File: config.mk
export PLATFORM = sky130hd
export DESIGN_NAME = fetch_ctrl
export DESIGN_NICKNAME = d
export VERILOG_FILES = /design/src/rtl/riscv_pkg.sv /design/src/rtl/npc_sel.sv /design/src/rtl/fetch_ctrl.sv
export SDC_FILE = /design/constraint.sdc
export NUM_CORES = 1
export LEC_CHECK = 0
export ABC_CLOCK_PERIOD_IN_PS = 3300
export BUFFER_PORTS_ARGS = -buffer_cell sky130_fd_sc_hd__buf_2
export CORE_ASPECT_RATIO = 1.2
export CORE_MARGIN = 3
export CORE_UTILIZATION = 40
export DETAILED_ROUTE_END_ITERATION = 12
export GPL_TIMING_DRIVEN = 0
export PLACE_DENSITY = 0.78
export SETUP_SLACK_MARGIN = 0.3
export SYNTH_ARGS = -nofsm -noshare
export SYNTH_HDL_FRONTEND = slang
export SYNTH_SLANG_ARGS = --single-unit
File: constraint.sdc
create_clock -name clk -period 3.3 [get_ports clk]
set_clock_uncertainty 0.2 [all_clocks]
set_input_delay 0.99 -clock clk [delete_from_list [all_inputs] [get_ports clk]]
set_output_delay 0.99 -clock clk [all_outputs]
set_load 0.01 [all_outputs]
File: src/rtl/riscv_pkg.sv
// Shared fetch-stage definitions: FSM states, architectural constants and fetch width.
package riscv_pkg;
  localparam int XLEN = 32;
  localparam logic [XLEN-1:0] NOP_INSN  = 32'h0000_0013;
  localparam logic [XLEN-1:0] RESET_VEC = 32'h0000_0000;
  localparam logic [XLEN-1:0] TRAP_VEC  = 32'h0000_0100;

  typedef enum logic [1:0] {
    BOOT  = 2'd0,
    FETCH = 2'd1,
    HOLD  = 2'd2,
    FLUSH = 2'd3
  } fetch_state_e;
endpackage

File: src/rtl/npc_sel.sv
// Next-PC priority mux: trap > redirect > sequential advance > hold.
module npc_sel #(
  parameter logic [31:0] TRAP_VEC = riscv_pkg::TRAP_VEC
) (
  input  logic        trap,
  input  logic        redirect_valid,
  input  logic [31:0] redirect_target,
  input  logic        advance,
  input  logic [31:0] pc_current,
  output logic [31:0] pc_next
);
  always_comb begin
    if (trap)                pc_next = TRAP_VEC;
    else if (redirect_valid) pc_next = {redirect_target[31:2], 2'b00};
    else if (advance)        pc_next = pc_current + 32'd4;
    else                     pc_next = pc_current;
  end
endmodule

File: src/rtl/fetch_ctrl.sv
// Instruction fetch controller: request FSM, one-entry instruction buffer and
// next-PC drive for an external PC register.
module fetch_ctrl #(
  parameter logic [31:0] RESET_VEC = riscv_pkg::RESET_VEC,
  parameter logic [31:0] TRAP_VEC  = riscv_pkg::TRAP_VEC
) (
  input  logic        clk,
  input  logic        rst,
  input  logic [31:0] pc_current,
  output logic [31:0] pc_next,
  output logic        imem_req,
  output logic [31:0] imem_addr,
  input  logic        imem_ack,
  input  logic [31:0] imem_rdata,
  output logic        inst_valid,
  output logic [31:0] inst_out,
  output logic [31:0] inst_pc,
  input  logic        stall,
  input  logic        redirect_valid,
  input  logic [31:0] redirect_target,
  input  logic        trap
);
  import riscv_pkg::*;

  fetch_state_e state, state_nxt;
  logic         kill;
  logic         advance;
  logic [31:0]  npc;

  assign kill      = trap | redirect_valid;
  assign advance   = (state == FETCH) && imem_ack;
  assign imem_addr = pc_current;

  npc_sel #(.TRAP_VEC(TRAP_VEC)) u_npc (
    .trap            (trap),
    .redirect_valid  (redirect_valid),
    .redirect_target (redirect_target),
    .advance         (advance),
    .pc_current      (pc_current),
    .pc_next         (npc)
  );

  // Reset drives the PC register D input directly so it loads RESET_VEC.
  assign pc_next = rst ? RESET_VEC : npc;

  always_ff @(posedge clk) begin
    if (rst) state <= BOOT;
    else     state <= state_nxt;
  end

  always_comb begin
    state_nxt = state;
    imem_req  = 1'b0;
    case (state)
      BOOT:  state_nxt = FETCH;
      FETCH: begin
        imem_req = 1'b1;
        // A kill with the response still in flight must swallow that response.
        if (kill)                  state_nxt = imem_ack ? FETCH : FLUSH;
        else if (imem_ack && stall) state_nxt = HOLD;
      end
      HOLD:  if (kill || !stall) state_nxt = FETCH;
      FLUSH: if (imem_ack)       state_nxt = FETCH;
      default: state_nxt = BOOT;
    endcase
    if (rst) imem_req = 1'b0;
  end

  always_ff @(posedge clk) begin
    if (rst) begin
      inst_valid <= 1'b0;
      inst_out   <= NOP_INSN;
      inst_pc    <= RESET_VEC;
    end else if (kill) begin
      inst_valid <= 1'b0;
    end else begin
      case (state)
        FETCH: begin
          if (imem_ack) begin
            inst_valid <= 1'b1;
            inst_out   <= imem_rdata;
            inst_pc    <= pc_current;
          end else if (!stall) begin
            inst_valid <= 1'b0;
          end
        end
        HOLD:    if (!stall) inst_valid <= 1'b0;
        default: ;
      endcase
    end
  end
endmodule

==> summary.txt <==
Timing
  • Post-route fraction of the period consumed by the critical path: 119%
  • Final min period: 3.91 ns
  • Setup Total Neg Slack: -9.33 ns
  • Measured slew at the worst slew-check pin: 0.904 ns
  • Final hold violation count: 0
  • Max-slew violation count: 0
  • Number of failing setup endpoints in the final timing report: 24
  • Worst rel slew slack: 39.4%
  • RSZ-0062 raised after global routing: true
  • Final critical-path setup slack: -0.614 ns
  • Peak Freq: 256 MHz

Routing
  • Vias per std cell: 5.74
  • Met2 wire length: 8730 um
  • Number of design-rule violations left by the first detailed-router iteration: 331
  • Number of remaining DRC errors: 0
  • Routed length on met1: 6130 um
  • Mean routed wirelength per cell: 18.9 um
  • Top sig layer: met4
  • Via count: 5496
  • Detailed-routing iteration count for the pre-antenna-repair pass: 6
  • Remaining number of nets flagged by the antenna check after routing: 0
  • Detailed-routed wire length on met3: 2100 um
  • Final Routed Wirelength: 18000 um

Worst hold path
  • Hold depth: 2
  • Path class of the lowest-slack min-delay path: flip-flop to flip-flop
  • HP Start: inst_out[26]
  • Worst hold path endpoint: inst_out[26]

Critical path
  • Beginning of the worst register-to-register path: state[0]
  • Depth of the worst register-to-register path: 7
  • Kind of critical path: primary input to output pin
  • Cells traversed along the worst timing path: buf_8 -> nand4_1 -> buf_4 -> buf_6 -> buf_6 -> nor4_4 -> buf_4 -> a311oi_1 -> nor3_1 -> buf_2
  • Startpoint type of the worst setup path: primary input
  • CP top delay family: buffers and inverters
  • Largest stage delay, worst path: 0.30 ns
  • Worst EP required: 2.11 ns
  • Minimum setup slack among reg-to-reg paths: 0.64 ns
  • CP Max Fanout: 5
  • Slowest CP cell: sky130_fd_sc_hd__nor3_1
  • CP arrival: 2.72 ns
  • RR Endpoint: inst_pc[6]
  • Critical path endpoint category: output pin
  • CP bufs+invs: 6

Power
  • Worst supply voltage drop on vdd: 210 uV
  • Leakage dissipation: 3.14 nW
  • Combinational Power Share: 24.0%
  • Sequential share of power: 36.3%
  • Clock Power Share: 39.7%
  • Internal: 1.69 mW
  • P per Cell Area: 334 nW/um2
  • Net switching share of the total power: 26.8%
  • Switching power total: 618 uW
  • Power after layout: 2.31 mW

GRT
  • First-pass GRT wire length: 25900 um
  • GRT Util Overall: 30.4%
  • Maximum number of pins on one net before global-route repair: 12
  • Congestion Overflow GR: 0
  • Initial antenna violation count: 0
  • Via count of the first global-routing pass: 5150

Place
  • Buffers added on ports: 227
  • Total half-perimeter wirelength after legalization and detailed placement: 11100 um
  • Final estimated routing congestion in global placement: 0.930
  • Total instance count after detailed placement: 883

Clock tree
  • Cts hold-fix bufs: 0
  • CTS buffer count: 9
  • TritonCTS clock tree: built
  • Clock slew at the register clock pins of the worst setup and hold paths: 0.07 ns
  • Root buffer selected by CTS: sky130_fd_sc_hd__clkbuf_8
  • Number of H-tree levels: 3
  • Clock buffer depth: 2
  • Clock latency reported for the late side of the worst-skew pair: 0.35 ns
  • CTS sink count: 67

Floorplanning
  • Placeable core region: 9180 um2
  • Initial cell density of the core: 41.8%
  • Boundary Pins: 232
  • Die height: 113 um
  • Die X: 95.4 um
  • Total Die Area: 10800 um2
  • Rows: 38

Cells and area
  • Core occupancy in the finished layout: 75.2%
  • Share of final-layout standard cells stronger than drive strength 1: 51.7%
  • NumNets Final: 939
  • Top library cells by usage in the layout, fill and taps aside: sky130_fd_sc_hd__buf_2, sky130_fd_sc_hd__nand2_1, sky130_fd_sc_hd__dfxtp_1, sky130_fd_sc_hd__a21oi_1, sky130_fd_sc_hd__buf_4
  • Layout Cells excl Fill: 957
  • Leading cell type in the layout, fill and taps excluded: sky130_fd_sc_hd__buf_2
  • Number of diodes added for antenna fixing: 0
  • Layout overhead on the synthesized area: 79.9%

Synthesis
  • Post-synth top area share: 35.0%
  • Sequential element share of the synthesized area: 35.0%
  • Number of distinct library cell variants in the gate-level netlist after synthesis: 44
  • Top area cells in the synthesized netlist: sky130_fd_sc_hd__dfxtp_1, sky130_fd_sc_hd__nand2_1, sky130_fd_sc_hd__a21oi_1
  • Post-synthesis sequential element count: 67
  • Synthesized Nets: 642
  • Synthesized area per cell: 7.16 um2
  • Number of warning messages in the yosys log: 0
  • Syn Std Cell Area: 3840 um2
  • Gate Count Post-Synth: 536
  • Largest area contributor in the netlist: sky130_fd_sc_hd__dfxtp_1

Run status
  • Run status: finished with violations
  • Violations in the final reports: negative setup slack

Job
  • Count of max-cap constraint violations: 0
==> state kept, by name, indices dropped and copies added (netlist names) <==
register	cells
state	2
inst_pc	32
inst_valid	1
inst_out	32
==> repair_timing <==
action | in CTS | in global routing
gates resized for setup | 145 | 43
setup buffers | 40 | 14
pin swaps | 43 | 26
endpoints found under the setup margin | 33 | 32
cloned | 4 | 1
==> power groups by stage <==
stage	Sequential, mW	Combinational [mW]	Clock [mW]
2_1_floorplan	0.863	0.197	0
3_5_place_dp	0.855	0.392	0
4_1_cts	0.837	0.503	0.917
6_report	0.837	0.553	0.915
3_3_place_gp	0.855	0.384	0
5_1_grt	0.839	0.586	0.954
==> metal layers <==
metal	vias to the layer above	track usage, %
met5	-	0
met4	0	14.9
met3	115	9.57
met2	432	52.1
met1	2511	33.5
li1	2438	-
==> cells by family after synthesis <==
kind of cell | count (synthesis) | synth area share [%]
xor gates and xnor gates | 11 | 2.51
buffers and inverters | 76 | 10.9
and+or+nand+nor | 244 | 30.2
muxes | 1 | 0.294
AOI/OAI and AO/OA | 133 | 19.9
DFF | 67 | 35.0
adders and majority gates | 4 | 1.30
==> layout make-up <==
| type | instances | area [um2] |
|---|---|---|
| sequential | 67 | 1340 |
| inverter | 5 | 31.3 |
| tap | 120 | 150 |
| timing repair buffer | 286 | 1900 |
| fill | 626 | 2270 |
| clock buffer | 10 | 138 |
| clock inverter | 5 | 125 |
| buffer | 71 | 627 |
| multi-input combinational | 393 | 2590 |
==> worst reg2reg max path: stages, from the launching register on <==
cell                       delay, ns
sky130_fd_sc_hd__dfxtp_1        0.40
sky130_fd_sc_hd__ha_1           0.21
sky130_fd_sc_hd__buf_6          0.15
sky130_fd_sc_hd__nand2_1        0.12
sky130_fd_sc_hd__nor3_2         0.71
sky130_fd_sc_hd__clkbuf_1       0.46
sky130_fd_sc_hd__nand2_1        0.15
sky130_fd_sc_hd__a21oi_1        0.18
==> cell usage after synthesis <==
cell type and n:
sky130_fd_sc_hd__nand2_1 146, sky130_fd_sc_hd__a21oi_1 72, sky130_fd_sc_hd__dfxtp_1 67, sky130_fd_sc_hd__buf_4 34
sky130_fd_sc_hd__clkbuf_1 34, sky130_fd_sc_hd__o21ai_0 28, sky130_fd_sc_hd__nor3_1 16, sky130_fd_sc_hd__nand3_1 15
sky130_fd_sc_hd__a211oi_1 10, sky130_fd_sc_hd__nor2_1 10, sky130_fd_sc_hd__xnor2_1 9, sky130_fd_sc_hd__and3_1 8
sky130_fd_sc_hd__nor4_1 8, sky130_fd_sc_hd__or3_1 8, sky130_fd_sc_hd__and4_1 7, sky130_fd_sc_hd__nand4_1 7
sky130_fd_sc_hd__a311oi_1 6, sky130_fd_sc_hd__inv_1 5, sky130_fd_sc_hd__or4_1 5, sky130_fd_sc_hd__a31oi_1 4
sky130_fd_sc_hd__ha_1 4, sky130_fd_sc_hd__a32oi_1 3, sky130_fd_sc_hd__buf_2 3, sky130_fd_sc_hd__nand3b_1 3
sky130_fd_sc_hd__a211o_1 2, sky130_fd_sc_hd__nor2b_1 2, sky130_fd_sc_hd__o31ai_1 2, sky130_fd_sc_hd__xor2_1 2
sky130_fd_sc_hd__a21o_1 1, sky130_fd_sc_hd__a41o_1 1, sky130_fd_sc_hd__a41oi_1 1, sky130_fd_sc_hd__and2_1 1
sky130_fd_sc_hd__mux2_2 1, sky130_fd_sc_hd__nand4_4 1, sky130_fd_sc_hd__nor3b_1 1, sky130_fd_sc_hd__nor4_2 1
sky130_fd_sc_hd__nor4b_1 1, sky130_fd_sc_hd__o21bai_1 1, sky130_fd_sc_hd__o221ai_1 1, sky130_fd_sc_hd__o31a_1 1
sky130_fd_sc_hd__or2_1 1, sky130_fd_sc_hd__or2_2 1, sky130_fd_sc_hd__or3b_2 1, sky130_fd_sc_hd__or4_4 1
==> stage by stage <==
stage | cell area (um2) | hold slack [ns] | setup WS, ns
floorplan | 4050 | 0.281 | -0.281
global placement | 5330 | 0.238 | -0.684
detailed placement | 5340 | 0.244 | -0.721
CTS | 6610 | 0.254 | -0.523
global route | 6900 | 0.274 | -0.632
finish | 6900 | 0.251 | -0.614
==> worst max-delay path by stage <==
stage | from | to | slack, ns | cells after the start
floorplan | pc_current[13] | pc_next[31] | -0.28 | 4
global placement | pc_current[6] | pc_next[23] | -0.68 | 7
detailed placement | pc_current[6] | pc_next[23] | -0.72 | 7
CTS | pc_current[13] | pc_next[29] | -0.52 | 7
global route | pc_current[7] | pc_next[24] | -0.63 | 10
finish | pc_current[6] | pc_next[24] | -0.61 | 10
(Power assumes the default switching activity.)
